===== src/rtl/cache_pkg.sv =====
// Shared definitions for the direct-mapped cache controller:
// default geometry and the FSM state encoding.
package cache_pkg;

   localparam int ADDR_W_DEF  = 16;
   localparam int DATA_W_DEF  = 8;
   localparam int INDEX_W_DEF = 7;
   localparam int CNT_W_DEF   = 16;

   localparam int ST_W = 3;

   localparam logic [ST_W-1:0] ST_IDLE   = 3'd0;
   localparam logic [ST_W-1:0] ST_LOOKUP = 3'd1;
   localparam logic [ST_W-1:0] ST_MEM_RD = 3'd2;
   localparam logic [ST_W-1:0] ST_MEM_WR = 3'd3;
   localparam logic [ST_W-1:0] ST_RESP   = 3'd4;
   localparam logic [ST_W-1:0] ST_FLUSH  = 3'd5;

endpackage


===== src/rtl/cache_line_store.sv =====
// Data and tag storage for the cache lines. One asynchronous read port,
// one synchronous write port, no reset: line validity is tracked by the
// controller, so stale contents here are harmless.
module cache_line_store
   import cache_pkg::*;
#(
   parameter int DATA_W  = DATA_W_DEF,
   parameter int INDEX_W = INDEX_W_DEF,
   parameter int TAG_W   = ADDR_W_DEF - INDEX_W_DEF
)(
   input  logic               clk_1,
   input  logic [INDEX_W-1:0] i_rd_idx,
   output logic [DATA_W-1:0]  o_rd_data,
   output logic [TAG_W-1:0]   o_rd_tag,
   input  logic               i_we,
   input  logic [INDEX_W-1:0] i_wr_idx,
   input  logic [DATA_W-1:0]  i_wr_data,
   input  logic [TAG_W-1:0]   i_wr_tag
);

   localparam int LINES = 2 ** INDEX_W;

   logic [DATA_W-1:0] r_data [LINES];
   logic [TAG_W-1:0]  r_tag  [LINES];

   assign o_rd_data = r_data[i_rd_idx];
   assign o_rd_tag  = r_tag[i_rd_idx];

   // Line fill / write-allocate update.
   always_ff @(posedge clk_1) begin
      if (i_we) begin
         r_data[i_wr_idx] <= i_wr_data;
         r_tag[i_wr_idx]  <= i_wr_tag;
      end
   end

endmodule


===== src/rtl/cache_ctrl.sv =====
// Direct-mapped, write-through, write-allocate cache controller.
//
// state     | meaning
// ----------+---------------------------------------------------------
// IDLE      | waiting for flush or cpu_req; latches the request
// LOOKUP    | compare tag/valid, register hit, pick next step
// MEM_RD    | read miss: fetch line from backing memory until mem_ack
// MEM_WR    | write: write through to backing memory until mem_ack
// RESP      | one-cycle cpu_ready pulse, update statistics
// FLUSH     | clear all valid bits, back to IDLE
module cache_ctrl
   import cache_pkg::*;
#(
   parameter int ADDR_W  = ADDR_W_DEF,
   parameter int DATA_W  = DATA_W_DEF,
   parameter int INDEX_W = INDEX_W_DEF,
   parameter int CNT_W   = CNT_W_DEF
)(
   input  logic              clk_1,
   input  logic              rst,
   input  logic              cpu_req,
   input  logic              cpu_we,
   input  logic [ADDR_W-1:0] cpu_addr,
   input  logic [DATA_W-1:0] cpu_wdata,
   output logic [DATA_W-1:0] cpu_rdata,
   output logic              cpu_ready,
   output logic              cpu_hit,
   output logic              busy,
   input  logic              flush,
   output logic              mem_req,
   output logic              mem_we,
   output logic [ADDR_W-1:0] mem_addr,
   output logic [DATA_W-1:0] mem_wdata,
   input  logic [DATA_W-1:0] mem_rdata,
   input  logic              mem_ack,
   output logic [CNT_W-1:0]  hit_cnt,
   output logic [CNT_W-1:0]  miss_cnt
);

   localparam int TAG_W = ADDR_W - INDEX_W;
   localparam int LINES = 2 ** INDEX_W;

   logic [ST_W-1:0]   r_state;
   logic [LINES-1:0]  r_valid;
   logic              r_we;
   logic [ADDR_W-1:0] r_addr;
   logic [DATA_W-1:0] r_wdata;
   logic [DATA_W-1:0] r_rdata;
   logic              r_hit;
   logic [CNT_W-1:0]  r_hit_cnt;
   logic [CNT_W-1:0]  r_miss_cnt;

   logic [INDEX_W-1:0] w_idx;
   logic [TAG_W-1:0]   w_tag;
   logic [DATA_W-1:0]  w_rd_data;
   logic [TAG_W-1:0]   w_rd_tag;
   logic               w_lookup_hit;
   logic               w_st_we;
   logic [DATA_W-1:0]  w_st_data;

   assign w_idx        = r_addr[INDEX_W-1:0];
   assign w_tag        = r_addr[ADDR_W-1:INDEX_W];
   assign w_lookup_hit = r_valid[w_idx] && (w_rd_tag == w_tag);

   // The store is only written on the acknowledged edge, so a reset that
   // lands before mem_ack leaves the line untouched.
   assign w_st_we   = mem_ack && ((r_state == ST_MEM_RD) || (r_state == ST_MEM_WR));
   assign w_st_data = (r_state == ST_MEM_RD) ? mem_rdata : r_wdata;

   cache_line_store #(
      .DATA_W  (DATA_W),
      .INDEX_W (INDEX_W),
      .TAG_W   (TAG_W)
   ) u_store (
      .clk_1     (clk_1),
      .i_rd_idx  (w_idx),
      .o_rd_data (w_rd_data),
      .o_rd_tag  (w_rd_tag),
      .i_we      (w_st_we),
      .i_wr_idx  (w_idx),
      .i_wr_data (w_st_data),
      .i_wr_tag  (w_tag)
   );

   // Handshake outputs come from state alone; no CPU-side input reaches them.
   assign cpu_ready = (r_state == ST_RESP);
   assign busy      = (r_state != ST_IDLE);
   assign mem_req   = (r_state == ST_MEM_RD) || (r_state == ST_MEM_WR);
   assign mem_we    = (r_state == ST_MEM_WR);
   assign mem_addr  = r_addr;
   assign mem_wdata = r_wdata;
   assign cpu_rdata = r_rdata;
   assign cpu_hit   = r_hit;
   assign hit_cnt   = r_hit_cnt;
   assign miss_cnt  = r_miss_cnt;

   // Controller FSM, request latch, valid bits and read-data register.
   always_ff @(posedge clk_1 or negedge rst) begin
      if (!rst) begin
         r_state <= ST_IDLE;
         r_valid <= '0;
         r_we    <= 1'b0;
         r_addr  <= '0;
         r_wdata <= '0;
         r_rdata <= '0;
         r_hit   <= 1'b0;
      end else begin
         case (r_state)
            ST_IDLE: begin
               if (flush) begin
                  r_state <= ST_FLUSH;
               end else if (cpu_req) begin
                  r_we    <= cpu_we;
                  r_addr  <= cpu_addr;
                  r_wdata <= cpu_wdata;
                  r_state <= ST_LOOKUP;
               end
            end
            ST_LOOKUP: begin
               r_hit <= w_lookup_hit;
               if (r_we) begin
                  r_state <= ST_MEM_WR;
               end else if (w_lookup_hit) begin
                  r_rdata <= w_rd_data;
                  r_state <= ST_RESP;
               end else begin
                  r_state <= ST_MEM_RD;
               end
            end
            ST_MEM_RD: begin
               if (mem_ack) begin
                  r_valid[w_idx] <= 1'b1;
                  r_rdata        <= mem_rdata;
                  r_state        <= ST_RESP;
               end
            end
            ST_MEM_WR: begin
               if (mem_ack) begin
                  r_valid[w_idx] <= 1'b1;
                  r_state        <= ST_RESP;
               end
            end
            ST_RESP: begin
               r_state <= ST_IDLE;
            end
            ST_FLUSH: begin
               r_valid <= '0;
               r_state <= ST_IDLE;
            end
            default: begin
               r_state <= ST_IDLE;
            end
         endcase
      end
   end

   // Saturating hit/miss statistics, bumped once per completed access.
   always_ff @(posedge clk_1 or negedge rst) begin
      if (!rst) begin
         r_hit_cnt  <= '0;
         r_miss_cnt <= '0;
      end else if (r_state == ST_RESP) begin
         if (r_hit) begin
            if (r_hit_cnt != {CNT_W{1'b1}}) r_hit_cnt <= r_hit_cnt + CNT_W'(1);
         end else begin
            if (r_miss_cnt != {CNT_W{1'b1}}) r_miss_cnt <= r_miss_cnt + CNT_W'(1);
         end
      end
   end

endmodule

===== config.mk =====
export PLATFORM = sky130hd
export DESIGN_NAME = cache_ctrl
export DESIGN_NICKNAME = d
export VERILOG_FILES = /design/src/rtl/cache_pkg.sv /design/src/rtl/cache_line_store.sv /design/src/rtl/cache_ctrl.sv
export SDC_FILE = /design/constraint.sdc
export NUM_CORES = 2
export LEC_CHECK = 0
export BUFFER_PORTS_ARGS = -buffer_cell sky130_fd_sc_hd__buf_4
export CAP_MARGIN = 20
export CELL_PAD_IN_SITES_DETAIL_PLACEMENT = 1
export CELL_PAD_IN_SITES_GLOBAL_PLACEMENT = 2
export CORE_ASPECT_RATIO = 0.7
export CORE_MARGIN = 1
export CORE_UTILIZATION = 40
export CTS_CLUSTER_SIZE = 28
export DETAILED_ROUTE_END_ITERATION = 8
export PLACE_DENSITY = 0.64
export SYNTH_ARGS = -nofsm -noshare
export SYNTH_HDL_FRONTEND = slang
export SYNTH_SLANG_ARGS = --single-unit

===== constraint.sdc =====
create_clock -name clk_1 -period 4.82 [get_ports clk_1]
set_input_delay 0.482 -clock clk_1 [delete_from_list [all_inputs] [get_ports clk_1]]
set_output_delay 0.482 -clock clk_1 [all_outputs]
set_load 0.05 [all_outputs]

=== After elaboration in Yosys (flattened, before gate mapping) ===
Memory sizes are Yosys's and may differ from the RTL's.
Cells that the tools add are included.

* Flip-flop bits (word level): 197
* RAM bits: 2176
* Input port bits: 38
* Output and inout bits: 69
* Logic and storage cells: 65
* Memories kept: 2

* $add $sub $neg: 2
* Order comparisons: 2
* Equal/unequal tests: 13
* Muxes and demuxes: 19
* Bitwise gates (word level): 3
* Reduce and logical (&&, ||, !) cells: 15

{| class="wikitable"
|+ Memories
! name !! words !! width !! read ports !! clocked after memory_dff !! write ports !! RTL line !! text
|-
| u_store.r_tag || 128 || 9 || 1 || 0 || 1 || cache_line_store.sv:24 || <nowiki>logic [TAG_W-1:0] r_tag [LINES];</nowiki>
|-
| u_store.r_data || 128 || 8 || 1 || 0 || 1 || cache_line_store.sv:23 || <nowiki>logic [DATA_W-1:0] r_data [LINES];</nowiki>
|}

{| class="wikitable"
|+ Operators by type and width
! kind !! count
|-
| 128-bit case mux with 2 select lines || 1
|-
| 128-bit 2-to-1 mux || 1
|-
| 128-bit OR || 1
|-
| 16-bit by 1-bit adder with 16-bit output (second input constant) || 2
|-
| 8-bit 2-to-1 mux || 4
|-
| 16-bit != test (second input constant) || 2
|-
| 8-bit case mux with 2 select lines || 1
|-
| 3-bit 2-to-1 mux || 5
|-
| 9-bit equality test || 1
|-
| 3-bit case mux with 3 select lines || 1
|-
| 3-bit AND reduction || 3
|-
| 7-bit by 8-bit < comparator with 1-bit output (second input constant) || 1
|-
| 1-bit binary-select mux with 7-bit select || 1
|-
| 1-bit demux with 7-bit select || 1
|-
| 7-bit by 1-bit >= comparator with 1-bit output (second input constant) || 1
|-
| 3-bit by 2-bit equality test with 1-bit output (second input constant) || 2
|-
| 3-bit equality test (second input constant) || 2
|-
| 2-bit != test (second input constant) || 3
|-
| 1-bit 2-to-1 mux || 4
|-
| 2-bit AND reduction || 2
|-
| 4-bit AND reduction || 1
|-
| 2-bit nonzero test || 2
|-
| 3-bit by 1-bit equality test with 1-bit output (second input constant) || 1
|-
| 1-bit logical AND || 3
|-
| 7 further kinds || 8
|}

=== Logic depth before layout (Yosys ltp) ===
* Word-level depth: 7
* Mapped depth: 19
* Mapped depth without buffers: 10

=== By module ===
Synthesis repeated with hierarchy kept, for this count alone.

* Cell total of the unflattened synthesis: 4100
* Area, all modules: 92028.3 µm²

{| class="wikitable"
|+ By module, submodules not included
! module !! instances !! cells each !! area each (µm²) !! sequential area each (µm²)
|-
| cache_line_store || 1 || 3246 || 83020.9 || 65342.7
|-
| cache_ctrl || 1 || 854 || 9007.4 || 4929.7
|}

=== Worst setup path before layout ===
OpenSTA, ideal clock, no wires.

* Path kind: register to register
* Start point: register r_state[1]
* End point: memory u_store.r_data[0][0] (netlist bit) (data pin)
* Arrival: 3.561 ns
* Slack: 0.748 ns
* Cell stages (with the launch flop): 7
* Buffers on the path: 2
* Period minus slack after synthesis: 4.072 ns
* Cells stage by stage: dfrtp_1 > clkbuf_1 > nor2b_1 > and2_1 > clkbuf_1 > nand2_1 > nand2_1

* Longest elaborated chain between the ends: 2

{| class="wikitable"
|+ Ends and longest elaborated chain
! what !! RTL line !! text
|-
| start, declared || cache_ctrl.sv:43 || <nowiki>logic [ST_W-1:0] r_state;</nowiki>
|-
| start signal, assigned || cache_ctrl.sv:100 || <nowiki>r_state <= ST_IDLE;</nowiki>
|-
| start signal, assigned || cache_ctrl.sv:111 || <nowiki>r_state <= ST_FLUSH;</nowiki>
|-
| start signal, assigned || cache_ctrl.sv:116 || <nowiki>r_state <= ST_LOOKUP;</nowiki>
|-
| 3-bit by 2-bit equality test with 1-bit output || cache_ctrl.sv:68 || <nowiki>assign w_st_data = (r_state == ST_MEM_RD) ? mem_rdata : r_wdata;</nowiki>
|-
| 8-bit 2-to-1 mux || cache_ctrl.sv:68 ||
|-
| net u_store.i_wr_data[0] || cache_line_store.sv:17 || <nowiki>input logic [DATA_W-1:0] i_wr_data,</nowiki>
|-
| end, declared || cache_line_store.sv:23 ||
|}

The timed path passes the listed nets, and every way through them passes these cells.

=== Final worst setup path ===
* Start point: register r_addr[2], in the netlist mem_addr[2]
* End point: register r_rdata[4], in the netlist cpu_rdata[4]

* Longest elaborated chain between the ends: 5
* Elaborated cells between the ends (all ways): 11

{| class="wikitable"
|+ Ends and longest elaborated chain
! what !! RTL line !! text
|-
| start, declared || cache_ctrl.sv:46 || <nowiki>logic [ADDR_W-1:0] r_addr;</nowiki>
|-
| start signal, assigned || cache_ctrl.sv:114 || <nowiki>r_addr <= cpu_addr;</nowiki>
|-
| memory 128 x 9 bit or 1-bit binary-select mux with 7-bit select (tied branches) || -- ||
|-
| 9-bit equality test or 1-bit 2-to-1 mux (tied branches) || cache_ctrl.sv:63 || <nowiki>assign w_lookup_hit = r_valid[w_idx] && (w_rd_tag == w_tag);</nowiki>
|-
| 1-bit logical AND || cache_ctrl.sv:63 ||
|-
| 2-bit != test (no line) || -- ||
|-
| 4-bit AND reduction (no line) || -- ||
|-
| end signal, assigned || cache_ctrl.sv:124 || <nowiki>r_rdata <= w_rd_data;</nowiki>
|-
| end signal, assigned || cache_ctrl.sv:133 || <nowiki>r_rdata <= mem_rdata;</nowiki>
|-
| end, declared || cache_ctrl.sv:48 || <nowiki>logic [DATA_W-1:0] r_rdata;</nowiki>
|}

Several ways; a longest one is shown, not always the timed one. The select of a mux whose other input is x is not followed.
A chain may end at the register's enable or synchronous reset.

==> impl_metrics.tcl <==
set metrics [dict create \
    outcome "completed" \
    antenna_left 0 \
    clkLatencyLatePin_ns 0.91 \
    first_iter_violations 9028 \
    via_per_inst 6.447 \
    clock_sinks 2373 \
    cts_buffer_depth 4 \
    root_buffer "clkbuf_16" \
    worstPathRequired_ns 5.61 \
    fillers 21420 \
    finish.utilization 0.4719 \
    hold_class "input port to flip-flop" \
    cp.arrival_ns 5.54 \
    async_reset_ff_frac 0.08302 \
    setup_viol 0 \
    routedWlPerCell_um 41.21 \
    slew_headroom 0.2246 \
    finalPower_mw 74.94 \
    drive_gt1_frac 0.2500 \
    worstSetupStartpointType "flip-flop" \
    netlist_instances 5203 \
    synth_edf_count 2176 \
    synthesis.area_um2 92640 \
    antenna_found_initial 31 \
    fin_skew_ns 0.07481 \
    vias 57800 \
    tns_ns 0 \
    stdcell_count 8965 \
    fin_nets 5765 \
    grt_max_degree 129 \
    fin_hold_ws_ns 0.05711 \
    leakagePower_nw 35.93 \
    syn_area_per_cell_um2 17.80 \
    io_buffer_count 106 \
    num_rows 147 \
    area_growth_pct 17.02 \
    die_area_um2 233600 \
    synth.area.top_cells "edfxtp_1 (71%), dfrtp_1 (5.3%), mux4_2 (4.1%)" \
    cp-end-kind "flip-flop" \
    place.gp.congestion 0.8957 \
    synth_top_area_share 0.7054 \
    critPathKind "flip-flop to flip-flop" \
    hold_viol 0 \
    ys_seq_elements 2373 \
    path_clk_slew_ns 0.07 \
    irDropWorstVdd_mv 0.6809 \
    rsz0062_at_grt "false" \
    yosys_warnings 0 \
    dp.cells 8521 \
    syn-num-nets 5243 \
    tightest_slew_ns 1.163 \
    finalCritPeriodShare 0.9842 \
    max_freq_mhz 210.8 \
    cap_violations 0 \
    fp.dieW_um 577.2 \
    routed_wl_mm 369.4 \
    grt_use_total 0.3133 \
    cts_made_buffers 229 \
    layout_min_cycle_time_ns 4.744 \
    cts_tree "yes" \
    dp_hpwl_mm 231.4 \
    grt_pass1_vias 55870 \
    drcViolationCount 0 \
    num_io_pins 107 \
    grt-ovfl-total 0 \
    drv_slew 0 \
    core_um2 229700 \
    insertedDiodeCount 0 \
    grt_first_pass_wirelength_mm 497.1 \
    die_h_um 404.6 \
    synthDistinctLibCells 90 \
    synth_flop_cell "edfxtp_1" \
    cp_max_fo 25 \
    r2r_slack_ns 0.08 \
    powerDensity_nw_per_um2 691.3 \
    htreeDepth 4 \
    synth_seq_area_share 0.7586 \
    dr.pass1.iters 5 \
    start_util 0.4033 \
    yosys.area.top_type "edfxtp_1" \
]
==> Yosys cell counts (36+ instances only) <==
cell      instances
a21oi_1         120
edfxtp_1       2176
buf_4            43
mux2_2          143
a31oi_1          36
mux2i_1         221
nor2_1          247
o21a_1          134
nand3_1          66
mux4_2          170
buf_2            99
nand2_1         221
dfrtp_1         197
nand4_1          40
a22o_1           51
o22ai_1          42
o211ai_1         39
a22oi_1         222
a221oi_1        189
clkbuf_1        136
o21ai_0          99
==> final cells by class <==
| class | count | area, µm² | share of cell area |
|---|---|---|---|
| Inverter | 13 | 58.81 | 0.0005425 |
| Sequential cell | 2373 | 70330 | 0.6488 |
| Timing Repair Buffer | 640 | 5862 | 0.05408 |
| Clock inverter | 92 | 872.1 | 0.008045 |
| Tap cell | 3054 | 3821 | 0.03525 |
| Multi-Input combinational cell | 2468 | 20980 | 0.1936 |
| Clock buffer | 325 | 6477 | 0.05976 |
==> registers in the layout (all words and copies together) (netlist names) <==
signal	cells
mem_wdata	8
u_store.r_tag	1152
r_we	1
cpu_rdata	8
hit_cnt	16
u_store.r_data	1024
r_valid	128
miss_cnt	16
r_state	3
cpu_hit	1
mem_addr	16
==> report_power, final <==
group	internal, mW	switching [mW]	leakage [nW]
registers	26.2	0.963	22.3
logic	8.47	21.2	10.1
clock network	10.1	8.00	3.59
total	44.7	30.2	35.9
==> worst paths after layout <==
kind | start | to | depth (start not counted)
max | mem_addr[2] | cpu_rdata[4] | 13
min | mem_ack | r_state[0] | 4
max reg2reg | mem_addr[2] | cpu_rdata[4] | 13
min reg2reg | r_valid[15] | r_valid[15] | 1
max in group asynchronous | rst | mem_addr[12] | 3
min in group asynchronous | rst | r_valid[48] | 2
==> cell usage in the layout, fill, tap and decap left out, drive strengths merged, types with 134 or more instances in the layout <==
cell type  instances
a22oi            222
mux2i            221
nand2            221
a221oi           204
dfrtp            197
buf              614
clkbuf           325
nor2             248
edfxtp          2176
o21a             134
mux4             170
mux2             179
==> routing by layer <==
| metal | global-route usage | wire, µm |
|---|---|---|
| met1 | 0.4661 | 158100 |
| met2 | 0.4445 | 155700 |
| met3 | 0.09358 | 44620 |
| met4 | 0.08477 | 10930 |
| met5 | 0 | 120 |
==> critical path, cell delays in order (launching register included) <==
cell and delay [ns]:
dfrtp_4 0.83, buf_12 0.27, nor2b_4 0.50, buf_12 0.28, a22oi_1 0.12, o22ai_1 0.14, a2111oi_0 0.09, buf_1 0.22
o32ai_2 0.66, o311ai_1 0.24, xor2_1 0.26, nand4_2 0.28, or4_1 0.61, nand3b_1 0.11
==> stage by stage <==
step / instance area [µm²] / setup WS [ns]
3_3_place_gp: 100800 / -0.3506
2_1_floorplan: 92640 / 0.7478
4_1_cts: 108400 / 0.1845
3_5_place_dp: 100800 / -0.01815
6_report: 108400 / 0.07625
5_1_grt: 108400 / 0.02932
==> what timing repair did <==
action | 4_1_cts | 5_1_grt
endpoints found under the setup margin | 6 | 1
buffers inserted | 0 | 0
gates resized for setup | 1 | 2
endpoints found under the hold margin | 100 | 0
hold buffers | 26 | 0
==> kinds of logic (layout without fill, tap and decap cells) <==
group / Yosys count / after routing / share of synthesized area
compound gates: 1168 / 1168 / 0.09557
buf+inv: 362 / 1070 / 0.02084
simple gates: 694 / 694 / 0.03427
mux: 570 / 570 / 0.08725
xor+xnor: 34 / 34 / 0.003215
flops: 2373 / 2373 / 0.7586
fa+ha+maj: 2 / 2 / 0.0002701
Power figures use the tool's default switching activity.
